### src/rtl/regfile_wr_arbiter.sv
// -----------------------------------------------------------------------------
// regfile_wr_arbiter
//
// Purpose:
//   Shares the single register-file write port among NUM_REQ writeback
//   sources (0 = pipeline WB, 1 = load/store unit, 2 = mul/div/CSR). One
//   request is granted per cycle, either round-robin or fixed priority
//   (lowest index wins). The winner is registered onto the write port, so a
//   request accepted in cycle N appears on rd_* during cycle N+1.
//
// Ports:
//   clk_i         in   clock, all state on rising edge
//   resetn_i      in   asynchronous active-low reset
//   req_valid_i   in   [NUM_REQ]            per-requester write request
//   req_addr_i    in   [NUM_REQ*ADDR_W]     packed rd addresses, slot k at [k*ADDR_W +: ADDR_W]
//   req_data_i    in   [NUM_REQ*DATA_W]     packed write data, slot k at [k*DATA_W +: DATA_W]
//   req_ready_o   out  [NUM_REQ]            one-hot grant, accepted when valid & ready
//   rd_addr_o     out  [ADDR_W]             regfile write address
//   rd_wr_data_o  out  [DATA_W]             regfile write data
//   rd_wr_en_o    out                       regfile write enable
//   grant_idx_o   out  [clog2(NUM_REQ)]     index of the last accepted requester
// -----------------------------------------------------------------------------
module regfile_wr_arbiter #(
    parameter int NUM_REQ            = 3,
    parameter int REG_DATA_WIDTH     = 32,
    parameter int REGFILE_ADDR_WIDTH = 5,
    parameter bit FIXED_PRIO         = 1'b0,
    localparam int IDX_W             = $clog2(NUM_REQ)
) (
    input  logic                                  clk_i,
    input  logic                                  resetn_i,
    input  logic [NUM_REQ-1:0]                    req_valid_i,
    input  logic [NUM_REQ*REGFILE_ADDR_WIDTH-1:0] req_addr_i,
    input  logic [NUM_REQ*REG_DATA_WIDTH-1:0]     req_data_i,
    output logic [NUM_REQ-1:0]                    req_ready_o,
    output logic [REGFILE_ADDR_WIDTH-1:0]         rd_addr_o,
    output logic [REG_DATA_WIDTH-1:0]             rd_wr_data_o,
    output logic                                  rd_wr_en_o,
    output logic [IDX_W-1:0]                      grant_idx_o
);

    localparam int ADDR_W = REGFILE_ADDR_WIDTH;
    localparam int DATA_W = REG_DATA_WIDTH;
    // One extra bit so ptr+1+i (at most 2*NUM_REQ-1) never overflows
    // before the single conditional wrap.
    localparam int                CAND_W    = IDX_W + 1;
    localparam logic [CAND_W-1:0] NUM_REQ_C = CAND_W'(NUM_REQ);
    localparam logic [IDX_W-1:0]  PTR_RST   = IDX_W'(NUM_REQ - 1);

    logic [ADDR_W-1:0]  slot_addr [NUM_REQ];
    logic [DATA_W-1:0]  slot_data [NUM_REQ];
    logic               win_found;
    logic [IDX_W-1:0]   win_idx;
    logic               accept;

    logic [IDX_W-1:0]   ptr_q,       ptr_d;
    logic               wr_en_q,     wr_en_d;
    logic [ADDR_W-1:0]  addr_q,      addr_d;
    logic [DATA_W-1:0]  data_q,      data_d;
    logic [IDX_W-1:0]   grant_idx_q, grant_idx_d;

    // Unpack the flat request buses and build the one-hot ready vector.
    generate
        for (genvar gi = 0; gi < NUM_REQ; gi++) begin : g_slot
            assign slot_addr[gi]   = req_addr_i[gi*ADDR_W +: ADDR_W];
            assign slot_data[gi]   = req_data_i[gi*DATA_W +: DATA_W];
            assign req_ready_o[gi] = accept && (win_idx == IDX_W'(gi));
        end
    endgenerate

    generate
        if (FIXED_PRIO) begin : g_fixed
            always_comb begin
                win_found = 1'b0;
                win_idx   = '0;
                for (int i = 0; i < NUM_REQ; i++) begin
                    if (!win_found && req_valid_i[i]) begin
                        win_found = 1'b1;
                        win_idx   = IDX_W'(i);
                    end
                end
            end
        end else begin : g_rr
            logic [CAND_W-1:0] cand;
            // Search order is ptr+1, ptr+2, ... (mod NUM_REQ); first valid wins.
            always_comb begin
                win_found = 1'b0;
                win_idx   = '0;
                cand      = '0;
                for (int i = 0; i < NUM_REQ; i++) begin
                    cand = {1'b0, ptr_q} + CAND_W'(i + 1);
                    if (cand >= NUM_REQ_C) begin
                        cand = cand - NUM_REQ_C;
                    end
                    if (!win_found && req_valid_i[cand[IDX_W-1:0]]) begin
                        win_found = 1'b1;
                        win_idx   = cand[IDX_W-1:0];
                    end
                end
            end
        end
    endgenerate

    // The output stage never stalls, so any valid request is accepted.
    // Grants are suppressed while reset is held so nobody sees a handshake
    // that the registers would then drop.
    assign accept = win_found && resetn_i;

    always_comb begin
        ptr_d       = ptr_q;
        wr_en_d     = 1'b0;
        addr_d      = addr_q;
        data_d      = data_q;
        grant_idx_d = grant_idx_q;
        if (accept) begin
            ptr_d       = win_idx;
            addr_d      = slot_addr[win_idx];
            data_d      = slot_data[win_idx];
            // x0 is hardwired: acknowledge the request but never write it.
            wr_en_d     = |slot_addr[win_idx];
            grant_idx_d = win_idx;
        end
    end

    always_ff @(posedge clk_i or negedge resetn_i) begin
        if (!resetn_i) begin
            ptr_q       <= PTR_RST;
            wr_en_q     <= 1'b0;
            addr_q      <= '0;
            data_q      <= '0;
            grant_idx_q <= '0;
        end else begin
            ptr_q       <= ptr_d;
            wr_en_q     <= wr_en_d;
            addr_q      <= addr_d;
            data_q      <= data_d;
            grant_idx_q <= grant_idx_d;
        end
    end

    assign rd_addr_o    = addr_q;
    assign rd_wr_data_o = data_q;
    assign rd_wr_en_o   = wr_en_q;
    assign grant_idx_o  = grant_idx_q;

endmodule

### config.mk
export PLATFORM = sky130hd
export DESIGN_NAME = regfile_wr_arbiter
export DESIGN_NICKNAME = d
export VERILOG_FILES = /design/src/rtl/regfile_wr_arbiter.sv
export SDC_FILE = /design/constraint.sdc
export NUM_CORES = 1
export LEC_CHECK = 0
export CAP_MARGIN = 10
export CORE_MARGIN = 3
export CORE_UTILIZATION = 41
export DETAILED_ROUTE_END_ITERATION = 7
export GPL_TIMING_DRIVEN = 0
export PLACE_DENSITY = 0.87
export SYNTH_ARGS = -nofsm -noshare
export SYNTH_HDL_FRONTEND = slang
export SYNTH_SLANG_ARGS = --single-unit
### constraint.sdc
create_clock -name clk_i -period 6.25 [get_ports clk_i]
set_clock_uncertainty 0.2 [all_clocks]
set_input_delay 1.25 -clock clk_i [delete_from_list [all_inputs] [get_ports clk_i]]
set_output_delay 1.25 -clock clk_i [all_outputs]
set_load 0.02 [all_outputs]
Yosys cells after proc, flatten, opt, wreduce, memory -nomap -nowiden. Cells that the tools add are included.

$lt $le $gt $ge: 7. Reduce and logical (&&, ||, !) cells: 10. Multiplexer cells: 22. Bitwise gates (word level): 1. Add/subtract/negate cells: 6. Equality and inequality tests: 2.

Operators by type and width (number): $bmux 32 s2 (1); $mux 32 (2); $mux 2 (6); $bmux 5 s2 (1); $mux 5 (2); $ge 3x2->1 const B (3); $lt 2x3->1 const B (3); $mux 1 (7); $add 2x2->3 const B (2); $bmux 1 s2 (3); $logic_and 1x1->1 (6); $sub 2x2->2 const B (3); $reduce_or 5->1 (1); $add 2x1->3 const B (1); $ge 3x3->1 const B (1); $not 2->3 (1); $eq 2x1->1 const B (1); $eq 2x2->1 const B (1); $logic_not 1->1 (2); $logic_not 2->1 (1).

Logic and storage cells: 53. Register bits after elaboration: 42. Input port bits: 116. Output and inout bits: 43.

Logic depth before layout (Yosys ltp). Gate-level depths: netlist of the first run.

Word-level depth: 18. Mapped depth: 11. Mapped depth without buffers: 9.

Worst setup path before layout of the first run. OpenSTA, ideal clock, no wires.

Path kind: in2out. Start: input port req_valid_i[0]. End: output port req_ready_o[0]. Slack: 1.865 ns. Arrival: 2.935 ns. Stages on the path: 7. Path buffers: 2. Path through: mux2_4 > a21oi_2 > a22o_1 > a221o_1 > buf_4 > buf_2 > nor3b_1.

Longest elaborated chain between the ends: 11. Elaborated cells on any way between the ends: 19. Those cells by class: mux: 12; reduce/logical: 7.

RTL lines: start: declaration (line 32) `input logic [NUM_REQ-1:0] req_valid_i,`; $bmux 1 s2 (line 95) `if (!win_found && req_valid_i[cand[IDX_W-1:0]]) begin`; $mux 1 (implied by the code) (line 95); $mux 1 (line 95); $logic_not 1->1 (line 95); $logic_and 1x1->1 (line 95); $mux 1 (line 95); $logic_not 1->1 (line 95); $logic_and 1x1->1 (line 95); $mux 2 or $mux 1 (tied branches) (line 95); $logic_not 2->1 or $logic_and 1x1->1 (tied branches) (line 67, 107); $logic_and 1x1->1 * (line 67) `assign req_ready_o[gi] = accept && (win_idx == IDX_W'(gi));`; end: declaration (line 35) `output logic [NUM_REQ-1:0] req_ready_o,`.

Mark *: on every way between the ends. The rest lies on a longest branch, timed or not. The select of a mux whose other input is x is not followed.

Worst setup path in the final report of the first run.
Start: input port req_valid_i[1]. End: output port req_ready_o[2].

Longest elaborated chain between the ends: 11. Elaborated cells on any way between the ends: 19. Those cells by class: eq/ne: 1; mux: 12; reduce/logical: 6.

RTL lines (line): $bmux 1 s2 (95); $mux 1 (implied by the code) (95); $mux 1 (95); $logic_not 1->1 (95); $logic_and 1x1->1 (95); $mux 1 (95); $logic_not 1->1 (95); $logic_and 1x1->1 (95); $mux 2 or $mux 1 (tied branches) (95); $eq 2x2->1 or $logic_and 1x1->1 (tied branches) (67, 107); $logic_and 1x1->1 * (67).

Marks and branches as above.

==> flow_summary.rst, run 1 <==
.. list-table::
   :header-rows: 1

   * - Metric
     - Value
   * - Status
     - complete, no violations
   * - Chip Height
     - 86.4 um
   * - Worst hold-check path type
     - reg2reg
   * - Measured slew at the worst slew-check pin
     - slightly below 600 ps
   * - Final net count
     - 561
   * - Clock latency reported for the late side of the worst-skew pair
     - ~290 ps
   * - Crit path DAT
     - roughly 4000 ps
   * - Crit. End Element
     - output pin
   * - Detailed Place HPWL
     - 6.83 mm
   * - Setup violators final
     - 0
   * - Multiplexer area fraction after synthesis
     - 0.158
   * - Portion of the clock cycle consumed by the worst path in the final layout
     - 0.881
   * - Antenna violations before repair
     - 0
   * - Warning count from the yosys run
     - 0
   * - Initial core utilization
     - 0.435
   * - Time the worst path needs with I/O delays and setup
     - 5510 ps
   * - Die outline area
     - 0.00747 sq mm
   * - EDFF count, synth
     - 0
   * - Simple-gate share of the synthesized area
     - 0.0981
   * - Global-route wire length before repair
     - 13.7 mm
   * - Max IR drop VDD
     - 0.384 mV
   * - Number of buffers created by CTS
     - 5
   * - Power per unit of standard cell area
     - roughly 590 mW/mm^2
   * - Xor-xnor portion of the synthesized cell area
     - 0
   * - Total inserted antenna cells
     - 0
   * - Vias in the first global route
     - ~2800
   * - Most used cells in the layout excluding fill and tap cells
     - 157 x clkdlybuf4s50_1, 41 x a21o_1, 40 x dfrtp_1
   * - Area growth syn-to-layout
     - 67.1%
   * - Max_slew headroom
     - 0.609
   * - Synth Register Bits
     - 41
   * - Synthesized cell area
     - approximately 0.0027 sq mm
   * - Share of the core filled with cells in the final layout
     - 0.727
   * - Maximum clock path buffer count
     - 2
   * - Clock Pin Slew Worst Setup and Hold Paths
     - 80 ps
   * - Horizontal extent of the die
     - between 80 and 90 um
   * - Leakage component of the power
     - 0.00203 uW
   * - Post-synthesis compound-gate area fraction
     - 0.285
   * - Post-synth ARST share
     - 1.00
   * - TritonCTS clock tree
     - done
   * - Final-layout worst hold slack
     - between 200 and 300 ps
   * - Library cell occupying the most area in the post-synthesis netlist
     - dfrtp_1
   * - Number of slew-limit violations in the final report
     - 0
   * - Number of remaining DRC errors
     - 0
   * - Commonest register cell after synthesis
     - dfrtp_1
   * - Floorplan Core Area
     - between 0.006 and 0.007 sq mm
   * - Most common cell after layout, fill and taps aside
     - clkdlybuf4s50_1
   * - DRT Pass-1 Iters
     - 4
   * - Synth Area per Inst
     - 9.65 sq um
   * - Synth top area cells
     - dfrtp_1 38%, mux2i_1 14%, a21o_1 12%
   * - Syn Inst Count
     - 275
   * - Worst Slack Setup Final
     - ~740 ps
   * - Global-route usage over all layers
     - 0.232
   * - Final Wtd Congestion
     - 0.942
   * - DRT antenna net count
     - 0
   * - # fillers
     - 477
   * - Distinct cell type count after synthesis
     - 37
   * - Share of cells above drive strength 1
     - 0.0611
   * - Crit path kind
     - in2out
   * - Depth of the CTS H-tree
     - 2
   * - Remaining global-route overflow
     - 0
   * - Hold buffers post-CTS
     - 0
   * - Maximum achievable frequency
     - 0.182 GHz
   * - Sum Neg Setup Slack
     - 0 ps
   * - Final hold violation count
     - 0
   * - Setup repair after global routing missed its margin
     - false
   * - Area share of fa/ha/maj cells after synthesis
     - 0.0189
   * - Crit start category
     - input port
   * - Post-CTS Resized
     - 0
   * - Required time of the critical path
     - 4800 ps
   * - R2r setup slk
     - 2980 ps
   * - Number of buffers inserted by port buffering
     - 158
   * - Maximum number of pins on one net before global-route repair
     - 41
   * - Share of the yosys chip area belonging to registers
     - 0.387
   * - Number of buffers inserted by post-CTS setup repair
     - 0
   * - Routed length per placed instance
     - between 15 and 20 um
   * - Root buffer cell
     - clkbuf_8
   * - Combinational family with the most area after synthesis
     - compound AO/OA/AOI/OAI gates
   * - TritonCTS Sinks
     - 41
   * - Worst slack, placed
     - 781 ps
   * - Worst-path maximum fanout
     - 10
   * - Routed via count
     - between 2000 and 3000
   * - Vias/cell
     - 5.44
   * - Num ports
     - 159
   * - Number of nets in the synthesized netlist
     - 395
   * - Number of design-rule violations left by the first detailed-router iteration
     - 113
   * - Routed wire length
     - 8.70 mm
   * - Rows
     - 28
   * - Total of max-cap violations
     - 0
   * - Share of Yosys cell area claimed by the top area cell type
     - 0.377
-- critical path, cell delays in order --
cell and delay (ps):
clkdlybuf4s50_1 540, nor3b_2 360, nand2_1 100, a21o_1 180, a221o_1 390, clkbuf_1 300
nor2_1 280, clkdlybuf4s50_1 650
-- registers in the layout (all words and copies together), names as in the netlist --
register,cells
rd_wr_data_o,32
grant_idx_o,1
rd_addr_o,5
ptr_q,2
rd_wr_en_o,1
-- final timing paths --
kind,start,depth (start not counted),end
setup / recovery,req_valid_i[1],8,req_ready_o[2]
hold / removal,rd_wr_data_o[17]$_DFFE_PN0P_,1,rd_wr_data_o[17]$_DFFE_PN0P_
setup reg to reg,ptr_q[0]$_DFFE_PN0P_,9,rd_wr_en_o$_DFF_PN0_
hold reg to reg,rd_wr_data_o[17]$_DFFE_PN0P_,1,rd_wr_data_o[17]$_DFFE_PN0P_
max in group asynchronous,resetn_i,2,ptr_q[1]$_DFFE_PN1P_
min in group asynchronous,resetn_i,1,rd_addr_o[0]$_DFFE_PN0P_
-- logic make-up after synthesis --
group / count (synthesis)
compound gates: 102
simple gates: 61
buf+inv: 26
mux: 41
flops: 41
fa+ha+maj: 4
-- cell type report --
type                            count  area, sq um  area share
Sequential cell                    41         1030       0.232
Inverter                            3         11.3     0.00254
Tap cell                           75         93.8      0.0212
Timing Repair Buffer              159         1600       0.360
Clock buffer                        8         90.1      0.0203
Multi-Input combinational cell    208         1490       0.335
Buffer                             23          129      0.0291
-- stage by stage --
step | instance area (sq um) | total power (uW) | instances
2_1_floorplan | 2650 | 1760 | 275
4_1_cts | 4430 | 2620 | 517
6_report | 4430 | 2600 | 517
3_5_place_dp | 4340 | 2430 | 509
5_1_grt | 4430 | 2780 | 517
3_3_place_gp | 4330 | 2370 | 508
-- metal layers --
metal	wire [um]	GRT usage	up-vias
li1	-	-	1337
met1	3450	0.276	1315
met2	4260	0.416	142
met3	841	0.0542	16
met4	145	0.0652	0
met5	0	0	-
-- power breakdown --
| part | internal (uW) | switching, uW |
|---|---|---|
| Sequential | 410 | 73.9 |
| Combinational | 875 | 1060 |
| Clock | 90.2 | 91.9 |
-- synthesized netlist by cell type, types with 2 or more instances --
library cell	n
inv_1	3
clkbuf_1	13
a21oi_1	8
nor2_1	39
a21o_1	41
nand2_1	13
o211ai_1	3
nor3b_1	2
a211oi_1	36
mux2i_1	38
o21ai_1	4
buf_6	4
ha_1	4
dfrtp_1	40
buf_2	4
buf_4	2
Power figures use the tool's default switching activity.
==> run 2: changes to the inputs <==
--- a/config.mk
+++ b/config.mk
@@ -11,6 +11,7 @@
 export DETAILED_ROUTE_END_ITERATION = 7
 export GPL_TIMING_DRIVEN = 0
 export PLACE_DENSITY = 0.87
+export SLEW_MARGIN = 20
 export SYNTH_ARGS = -nofsm -noshare
 export SYNTH_HDL_FRONTEND = slang
 export SYNTH_SLANG_ARGS = --single-unit
==> run 2 against run 1 <==
Against the previous run: clock-buffer cell count is the same; largest cell class unchanged; sequential power about the same; utilization rose by 0.12 points; routed wire length grew 0.76%.
==> flow_summary.rst, run 2 (synthesis gave the netlist of run 1 again) <==
.. list-table::
   :header-rows: 1

   * - Metric
     - Value
   * - Status
     - complete, no violations (unchanged)
   * - Horizontal extent of the die
     - 86.4 um (unchanged)
   * - Chip Height
     - 86.4 um (unchanged)
   * - Die outline area
     - 0.00747 sq mm (unchanged)
   * - Portion of the clock cycle consumed by the worst path in the final layout
     - 0.884 (was 0.881)
   * - Final Wtd Congestion
     - 0.942 (unchanged)
   * - Longest individual stage delay on the worst path
     - 650 ps (about the same)
   * - DRT Pass-1 Iters
     - 4 (unchanged)
   * - Root buffer cell
     - clkbuf_8 (unchanged)
   * - Total inserted antenna cells
     - 0 (unchanged)
   * - Maximum clock path buffer count
     - 2 (unchanged)
   * - TritonCTS Sinks
     - 41 (unchanged)
   * - Worst hold-check path type
     - reg2reg (unchanged)
   * - Maximum achievable frequency
     - 0.181 GHz (was 0.182 GHz)
   * - Final-layout worst hold slack
     - 277 ps (was 278 ps)
   * - Routed length per placed instance
     - 17.0 um (was 16.8 um)
   * - Post-CTS Resized
     - 0 (unchanged)
   * - Setup repair after global routing missed its margin
     - false (unchanged)
   * - Depth of the CTS H-tree
     - 2 (unchanged)
   * - Sum of buffers and inverters on the critical path
     - 3 (unchanged)
   * - Number of buffers inserted by post-CTS setup repair
     - 0 (unchanged)
   * - Total of max-cap violations
     - 0 (unchanged)
   * - Share of cells above drive strength 1
     - 0.0611 (unchanged)
   * - Antenna violations before repair
     - 0 (unchanged)
   * - TritonCTS clock tree
     - done (unchanged)
   * - Placed Area
     - 0.00435 sq mm (was 0.00434 sq mm)
   * - Area of all placed cells without fillers
     - 0.00444 sq mm (was 0.00443 sq mm)
   * - Final hold violation count
     - 0 (unchanged)
   * - Design Power
     - 2600 uW (about the same)
   * - Crit. End Element
     - output pin (unchanged)
   * - Crit start category
     - input port (unchanged)
   * - Setup violators final
     - 0 (unchanged)
   * - Number of buffers created by CTS
     - 5 (unchanged)
   * - Vias/cell
     - 5.51 (was 5.44)
   * - Vias in the first global route
     - 2879 (was 2847)
   * - Crit path kind
     - in2out (unchanged)
   * - Detailed Place HPWL
     - 6.96 mm (was 6.83 mm)
   * - Number of remaining DRC errors
     - 0 (unchanged)
   * - Worst-path maximum fanout
     - 10 (unchanged)
   * - Floorplan Core Area
     - 0.00610 sq mm (unchanged)
   * - Initial core utilization
     - 0.435 (unchanged)
   * - Time the worst path needs with I/O delays and setup
     - 5530 ps (was 5510 ps)
   * - Routed wire length
     - 8.76 mm (was 8.70 mm)
   * - Num ports
     - 159 (unchanged)
   * - Number of buffers inserted by port buffering
     - 158 (unchanged)
   * - Worst path top cell family by delay
     - buffers and inverters (unchanged)
   * - Slowest cell on crit path
     - clkdlybuf4s50_1 (unchanged)
   * - Area growth syn-to-layout
     - 67.4% (was 67.1%)
   * - Critical path, cell by cell
     - clkdlybuf4s50_1 > nor3b_2 > nand2_1 > a21o_1 > a221o_1 > clkbuf_1 > nor2_1 > clkdlybuf4s50_1 (unchanged)
   * - Power per unit of standard cell area
     - 585 mW/mm^2 (was 587 mW/mm^2)
   * - Cell seen most often among critical-path stages
     - clkdlybuf4s50_1 (unchanged)
   * - Required time of the critical path
     - 4800 ps (about the same)
   * - Global-route usage over all layers
     - 0.229 (was 0.232)
   * - Clock Pin Slew Worst Setup and Hold Paths
     - 80 ps (about the same)
   * - Leakage component of the power
     - 0.00203 uW (about the same)
   * - Rows
     - 28 (unchanged)
   * - Most common cell after layout, fill and taps aside
     - clkdlybuf4s50_1 (unchanged)
   * - Measured slew at the worst slew-check pin
     - 598 ps (was 587 ps)
   * - Routed via count
     - 2850 (was 2810)
   * - Final net count
     - 561 (unchanged)
   * - Max IR drop VDD
     - 0.379 mV (was 0.384 mV)
   * - Share of the core filled with cells in the final layout
     - 0.728 (was 0.727)
   * - Clock latency reported for the late side of the worst-skew pair
     - 290 ps (about the same)
   * - Hold buffers post-CTS
     - 0 (unchanged)
   * - Most used cells in the layout excluding fill and tap cells
     - 157 x clkdlybuf4s50_1, 41 x a21o_1, 40 x dfrtp_1 (unchanged)
   * - Maximum number of pins on one net before global-route repair
     - 25 (was 41)
   * - Max_slew headroom
     - 0.602 (was 0.609)
   * - Number of slew-limit violations in the final report
     - 0 (unchanged)
   * - Flip-flop count of the largest register, all copies and words added
     - 32 (unchanged)
   * - Number of design-rule violations left by the first detailed-router iteration
     - 95 (was 113)
   * - Crit path DAT
     - 4080 ps (was 4060 ps)
   * - DRT antenna net count
     - 0 (unchanged)
   * - Global-route wire length before repair
     - 13.6 mm (was 13.7 mm)
   * - Sum Neg Setup Slack
     - 0 ps (unchanged)
   * - Remaining global-route overflow
     - 0 (unchanged)
## run 2: routing by layer
layer / share of wire / global-route usage
met1: 0.40 / 0.260
met2: 0.49 / 0.420
met3: 0.092 / 0.0523
met4: 0.019 / 0.0751
met5: 0 / 0
## run 2: path summary, 6_finish.rpt
| path | startpoint | endpoint | slack, ps | depth (start not counted) |
|---|---|---|---|---|
| max in group asynchronous | resetn_i | rd_wr_data_o[17]$_DFFE_PN0P_ | 4660 | 2 |
| worst min-delay path | rd_wr_data_o[7]$_DFFE_PN0P_ | rd_wr_data_o[7]$_DFFE_PN0P_ | 280 | 1 |
| worst max-delay path | req_valid_i[1] | req_ready_o[2] | 720 | 8 |
| worst min register to register | rd_wr_data_o[7]$_DFFE_PN0P_ | rd_wr_data_o[7]$_DFFE_PN0P_ | 280 | 1 |
| min in group asynchronous | resetn_i | rd_addr_o[2]$_DFFE_PN0P_ | 710 | 1 |
| worst max register to register | ptr_q[0]$_DFFE_PN0P_ | rd_wr_en_o$_DFF_PN0_ | 2960 | 9 |
## run 2: worst reg2reg max path, cell delays in order, from the launching register on
cell and delay (ps):
dfrtp_1 490, inv_1 140, ha_1 420, nor3b_2 370, nand2_1 100, a21o_1 180, a221o_1 390, clkbuf_1 310
a211oi_1 400, a41oi_2 150
## run 2: through the flow
step	std cells	setup slack, ps
2_1_floorplan	275	1860
3_3_place_gp	508	-28.8
3_5_place_dp	509	782
4_1_cts	517	747
5_1_grt	517	630
6_report	517	724
## run 2: cell type report
class,count,area [sq um]
plain buffers,23,129
clock buffers,8,90.1
fillers,493,1660
inverters,3,11.3
multi-input cells,208,1490
flip-flops and latches,41,1030
well taps,75,93.8
repair buffers,159,1600
## run 2: power by group
group	total [uW]	internal, uW	switching (uW)
Combinational	1930	876	1050
Sequential	485	410	74.8
Clock	182	90.2	91.7
